File: config.mk
export PLATFORM = sky130hd
export DESIGN_NAME = neuron_core
export DESIGN_NICKNAME = d
export VERILOG_FILES = /design/src/rtl/neuron_core.sv
export SDC_FILE = /design/constraint.sdc
export NUM_CORES = 1
export LEC_CHECK = 0
export ABC_AREA = 0
export ABC_CLOCK_PERIOD_IN_PS = 4320
export BUFFER_PORTS_ARGS = -buffer_cell sky130_fd_sc_hd__clkbuf_2
export CORE_UTILIZATION = 40
export CTS_BUF_LIST = sky130_fd_sc_hd__clkbuf_8
export DETAILED_ROUTE_END_ITERATION = 10
export HOLD_SLACK_MARGIN = 0.03
export SETUP_SLACK_MARGIN = 0.02
export SLEW_MARGIN = 20
export SYNTH_ARGS = -nofsm -noshare
export SYNTH_HDL_FRONTEND = slang
export SYNTH_SLANG_ARGS = --single-unit
File: constraint.sdc
create_clock -name clk -period 4.32 [get_ports clk]
set_clock_uncertainty 0.05 [all_clocks]
set_input_delay 0.864 -clock clk [delete_from_list [all_inputs] [get_ports clk]]
set_output_delay 0.864 -clock clk [all_outputs]
set_load 0.05 [all_outputs]
File: src/rtl/neuron_core.sv
// Integrate-and-fire neuron: saturating membrane accumulator with shift leak,
// threshold firing, refractory hold, membrane readback and a wrapping spike counter.
module neuron_core #(
  parameter int IN_W           = 16,
  parameter int ACC_W          = 22,
  parameter int LEAK_SHIFT     = 4,
  parameter int REFRACT_CYCLES = 4,
  parameter int CNT_W          = 16
) (
  input  logic             clk,
  input  logic             rst,
  input  logic [IN_W-1:0]  input_data,
  input  logic             wr_en,
  input  logic             rd_en,
  input  logic             chip_sel,
  input  logic [ACC_W-1:0] threshold,
  output logic             spike,
  output logic             refractory,
  output logic [ACC_W-1:0] read_data,
  output logic             read_valid,
  output logic [CNT_W-1:0] spike_count
);

  localparam int              RC_W    = (REFRACT_CYCLES > 1) ? $clog2(REFRACT_CYCLES) : 1;
  localparam logic [RC_W-1:0] RC_LOAD = RC_W'(REFRACT_CYCLES - 1);
  localparam logic [ACC_W-1:0] ACC_MAX = '1;

  typedef enum logic {
    INTEG,
    REFRACT
  } state_t;

  state_t            state, state_nxt;
  logic [ACC_W-1:0]  membrane, membrane_nxt;
  logic [RC_W-1:0]   refr_cnt, refr_cnt_nxt;
  logic              accept;
  logic              read;
  logic              fire;
  logic [ACC_W:0]    sum;
  logic [ACC_W-1:0]  sat_sum;
  logic [ACC_W-1:0]  leak_amt;

  assign accept = chip_sel & wr_en & (state == INTEG);
  assign read   = chip_sel & rd_en;

  // One extra bit of headroom lets the carry out drive saturation directly.
  assign sum     = {1'b0, membrane} + {{(ACC_W + 1 - IN_W){1'b0}}, input_data};
  assign sat_sum = sum[ACC_W] ? ACC_MAX : sum[ACC_W-1:0];

  assign fire = accept & (threshold != '0) & (sat_sum >= threshold);

  // A zero shift would drain the membrane in one step, so it means no leak.
  generate
    if (LEAK_SHIFT == 0) begin : g_no_leak
      assign leak_amt = '0;
    end else begin : g_leak
      assign leak_amt = membrane >> LEAK_SHIFT;
    end
  endgenerate

  always_comb begin
    state_nxt    = state;
    membrane_nxt = membrane;
    refr_cnt_nxt = refr_cnt;
    case (state)
      INTEG: begin
        if (fire) begin
          membrane_nxt = '0;
          refr_cnt_nxt = RC_LOAD;
          state_nxt    = REFRACT;
        end else if (accept) begin
          membrane_nxt = sat_sum;
        end else begin
          membrane_nxt = membrane - leak_amt;
        end
      end
      REFRACT: begin
        membrane_nxt = '0;
        if (refr_cnt == '0) begin
          state_nxt = INTEG;
        end else begin
          refr_cnt_nxt = refr_cnt - RC_W'(1);
        end
      end
      default: begin
        state_nxt    = INTEG;
        membrane_nxt = '0;
        refr_cnt_nxt = '0;
      end
    endcase
  end

  always_ff @(posedge clk or posedge rst) begin
    if (rst) begin
      state       <= INTEG;
      membrane    <= '0;
      refr_cnt    <= '0;
      spike       <= 1'b0;
      spike_count <= '0;
    end else begin
      state    <= state_nxt;
      membrane <= membrane_nxt;
      refr_cnt <= refr_cnt_nxt;
      spike    <= fire;
      if (fire) begin
        spike_count <= spike_count + CNT_W'(1);
      end
    end
  end

  // Readback captures the membrane before this cycle's update takes effect.
  always_ff @(posedge clk or posedge rst) begin
    if (rst) begin
      read_data  <= '0;
      read_valid <= 1'b0;
    end else begin
      read_valid <= read;
      if (read) begin
        read_data <= membrane;
      end
    end
  end

  assign refractory = (state == REFRACT);

endmodule

==> metrics.txt <==
vias in the first global route=just over 5,000; number of synthesized flops with an enable pin=0; hold_sp=spike_count[15]; largest family of logic cells by synthesized area=compound AO/OA/AOI/OAI gates; R2R Setup Slk=0.24 ns; final-report hold violation count=0; most numerous cell in the Yosys netlist=nand2_1; post-synth top area cell=dfrtp_1; Yosys top cell area share=between 30% and 40%; wire length per cell after detailed routing=roughly 17 um; Leak Pwr=about 3.3 nW; share of layout cells above drive strength 1=~28%; Seq/Total Area, Yosys=31.2%; initial antenna violation count=0; routed wl met3=around 660 um; Main synth FF type=dfrtp_1; Avg Inst Size Synth=~8.4 um^2; setup violators final=0; clock root cell=clkbuf_8; vias per cell=roughly 5.5; Post-Syn Area=5210 um^2; synth top area cells=dfrtp_1, ha_1, nand2_1; pre-CTS setup slack=-0.427 ns; P&R area growth vs syn=28.4%; reg2reg end=membrane[20]; GPL Wtd Cong=roughly 0.96; Die Y=approximately 120 um; clk_lat worst skew=approximately 0.34 ns; nets@finish=approximately 870; delay of the slowest cell on the worst path=~0.37 ns; status=completed; drt drc=0; # rows=just over 40; largest net degree at the start of global routing=43; Detailed Route WL=around 17 mm; final setup margin=roughly 0.11 ns; H-tree lvl count=3; fin crit period=4.21 ns; post-synthesis compound-gate area fraction=between 20% and 30%; DR WL met2=roughly 8.3 mm; die width=between 100 and 150 um; post-synthesis adder-cell area fraction=14.7%; total number of vias=approximately 5,200; Detail Placement HPWL=between 10 and 15 mm; CTS sink cnt=65; Hold Crit Class=reg -> reg; multiplexer area fraction after synthesis=1.03%; Num CTS Buffers=9; Worst path slowest cell=nor4_4; power density over the cells=846 nW/um^2; crit-path most repeated cell=buf_4; crit path kind=in -> reg; RSZ-0062 raised after global routing=yes; Power Total=~5.7 mW; Synth Area in XOR/XNOR=6.05%; Worst EP required=around 4.5 ns; grt ovf=0; DRT iter0 DRCs=320; Max Freq=around 0.24 GHz; Post-synth ARST share=100%; Slew Limit Fails=0; Placed Cells=between 900 and 1,000; first-pass GRT wire length=around 26 mm; crit end category=flip-flop; crit share post-route=~97%; max-cap violation count=0; CTS Hold Bufs=0; crit start category=input pin; CTS max path bufs=2; relative slew slack=39.8%; Post-Synth Simple-Gate Area=between 10% and 20%; Antenna Nets Post-Route=0; wl on met1=7.32 mm; critical path arrival=roughly 4.4 ns; die footprint=roughly 13,000 um^2; filler cell count=approximately 1,200; gr usage total=between 20% and 30%; post-route setup TNS=0 ns; peak supply drop=342 uV; Syn Inst Count=622; WHS Path Cells=1; final non-filler cell total=roughly 950; FF+latch count, synth=65; critical-path cell list=clkbuf_2, ha_4, inv_2, fa_2, nor2b_2, o211ai_1, a211oi_2, buf_4, o31ai_4, buf_6, buf_4, nand3_1, o21a_1, ha_1, and4_4, nand2_2, nor4_4, a21oi_4, buf_2, buf_4, o2111ai_1, nand2_1; YS warnings=0; Reg2Reg Depth=18; most instantiated cells after synthesis=nand2_1, dfrtp_1, inv_1, ha_1, a21oi_1; Mapped Nets=725; Worst Max-Slew Pin Slew=approximately 0.9 ns; post-synth cell types=54; FF-to-FF Start=membrane[12]; Ports=between 80 and 90; DR top layer=met4; Starting Density=between 40 and 50%; TritonRoute pass-1 iters=5; Port Buf Inserts=83; core area=12,700 um^2; Crit Path Max Fanout=6; n_diodes=0; Reg clk slew, reported paths=about 0.08 ns; Hold EP=spike_count[15]; TritonCTS clock tree=yes
kinds of logic (layout without fill, tap and decap cells):
| family | after synthesis | count (layout) |
|---|---|---|
| compound gates | 180 | 180 |
| flops | 65 | 65 |
| mux | 5 | 5 |
| xor+xnor | 36 | 36 |
| simple gates | 200 | 200 |
| fa+ha+maj | 60 | 60 |
| buf+inv | 76 | 228 |
where the power goes:
group / total (mW) / internal, mW / switching [mW]
clock: 0.524 / 0.291 / 0.233
combinational: 4.10 / 1.73 / 2.37
sequential: 1.04 / 0.820 / 0.218
total: 5.66 / 2.84 / 2.82
final cells by class:
| cell class | instances | area, um^2 | area share, % |
|---|---|---|---|
| clock buffer | 11 | 151 | 2.26 |
| clock inverter | 4 | 45.0 | 0.673 |
| inverter | 59 | 224 | 3.34 |
| multi-input combinational | 481 | 3470 | 51.9 |
| sequential | 65 | 1630 | 24.3 |
| tap | 172 | 215 | 3.21 |
| timing repair buffer | 154 | 961 | 14.3 |
state kept, by name (all words and copies together), names as in the netlist:
name         cells
read_data       22
spike_count     16
membrane        22
spike            1
read_valid       1
refr_cnt         2
refractory       1
metal layers:
metal,up-vias,global-route usage (%)
met3,19,4.26
met5,-,0
met4,0,8.03
li1,2544,-
met2,155,43.8
met1,2526,31.9
what timing repair did:
action	in CTS	in global routing
pin swaps	0	12
endpoints found under the setup margin	16	30
gates resized for setup	1	37
buffers inserted	0	6
gates cloned	0	1
endpoints found under the hold margin	0	0
worst max-delay path by stage:
| stage | startpoint | end | slack [ns] | cells after the start |
|---|---|---|---|---|
| CTS | input_data[0] | spike_count[12] | 0.004 | 19 |
| global placement | input_data[0] | spike_count[12] | -0.31 | 19 |
| detailed placement | input_data[0] | spike_count[12] | -0.43 | 19 |
| global route | input_data[0] | membrane[20] | -0.07 | 20 |
| finish | input_data[0] | membrane[20] | 0.11 | 22 |
| floorplan | input_data[0] | membrane[20] | -0.07 | 19 |
worst max-delay path: cells and delay by family:
family / cells / cell delay, ns
AND/OR/NAND/NOR: 6 / 0.87
adder cells (fa/ha/maj): 3 / 0.65
buffers and inverters: 7 / 0.98
AO/OA/AOI/OAI: 6 / 1.02
cell usage in the layout, fill, tap and decap left out, types with 6 or more instances in the layout:
master / netlist / final
xnor2_1: 23 / 23
nand4_1: 6 / 6
a211oi_1: 12 / 12
nor3_1: 20 / 13
nor3_2: 0 / 7
dfrtp_1: 65 / 65
nor2_1: 25 / 23
buf_4: 0 / 66
ha_1: 58 / 57
nand3_1: 16 / 16
o21a_1: 10 / 10
a21o_1: 8 / 8
a21oi_1: 51 / 47
xor2_1: 13 / 13
or3_1: 10 / 10
o21ai_0: 46 / 41
clkbuf_2: 0 / 83
clkbuf_8: 0 / 11
nand2_1: 71 / 69
inv_1: 59 / 58
and3_1: 8 / 8
o211ai_1: 14 / 14
nor2b_1: 9 / 7
nand2b_1: 6 / 6
stage by stage:
step           utilization (%)  hold WS (ns)  cell area (um^2)
3_5_place_dp              49.8         0.412              6310
5_1_grt                   52.8         0.448              6700
3_3_place_gp              49.8         0.405              6310
4_1_cts                   51.4         0.425              6520
6_report                  52.8         0.425              6700
2_1_floorplan                -         0.395              5270
Power figures use the tool's default switching activity.
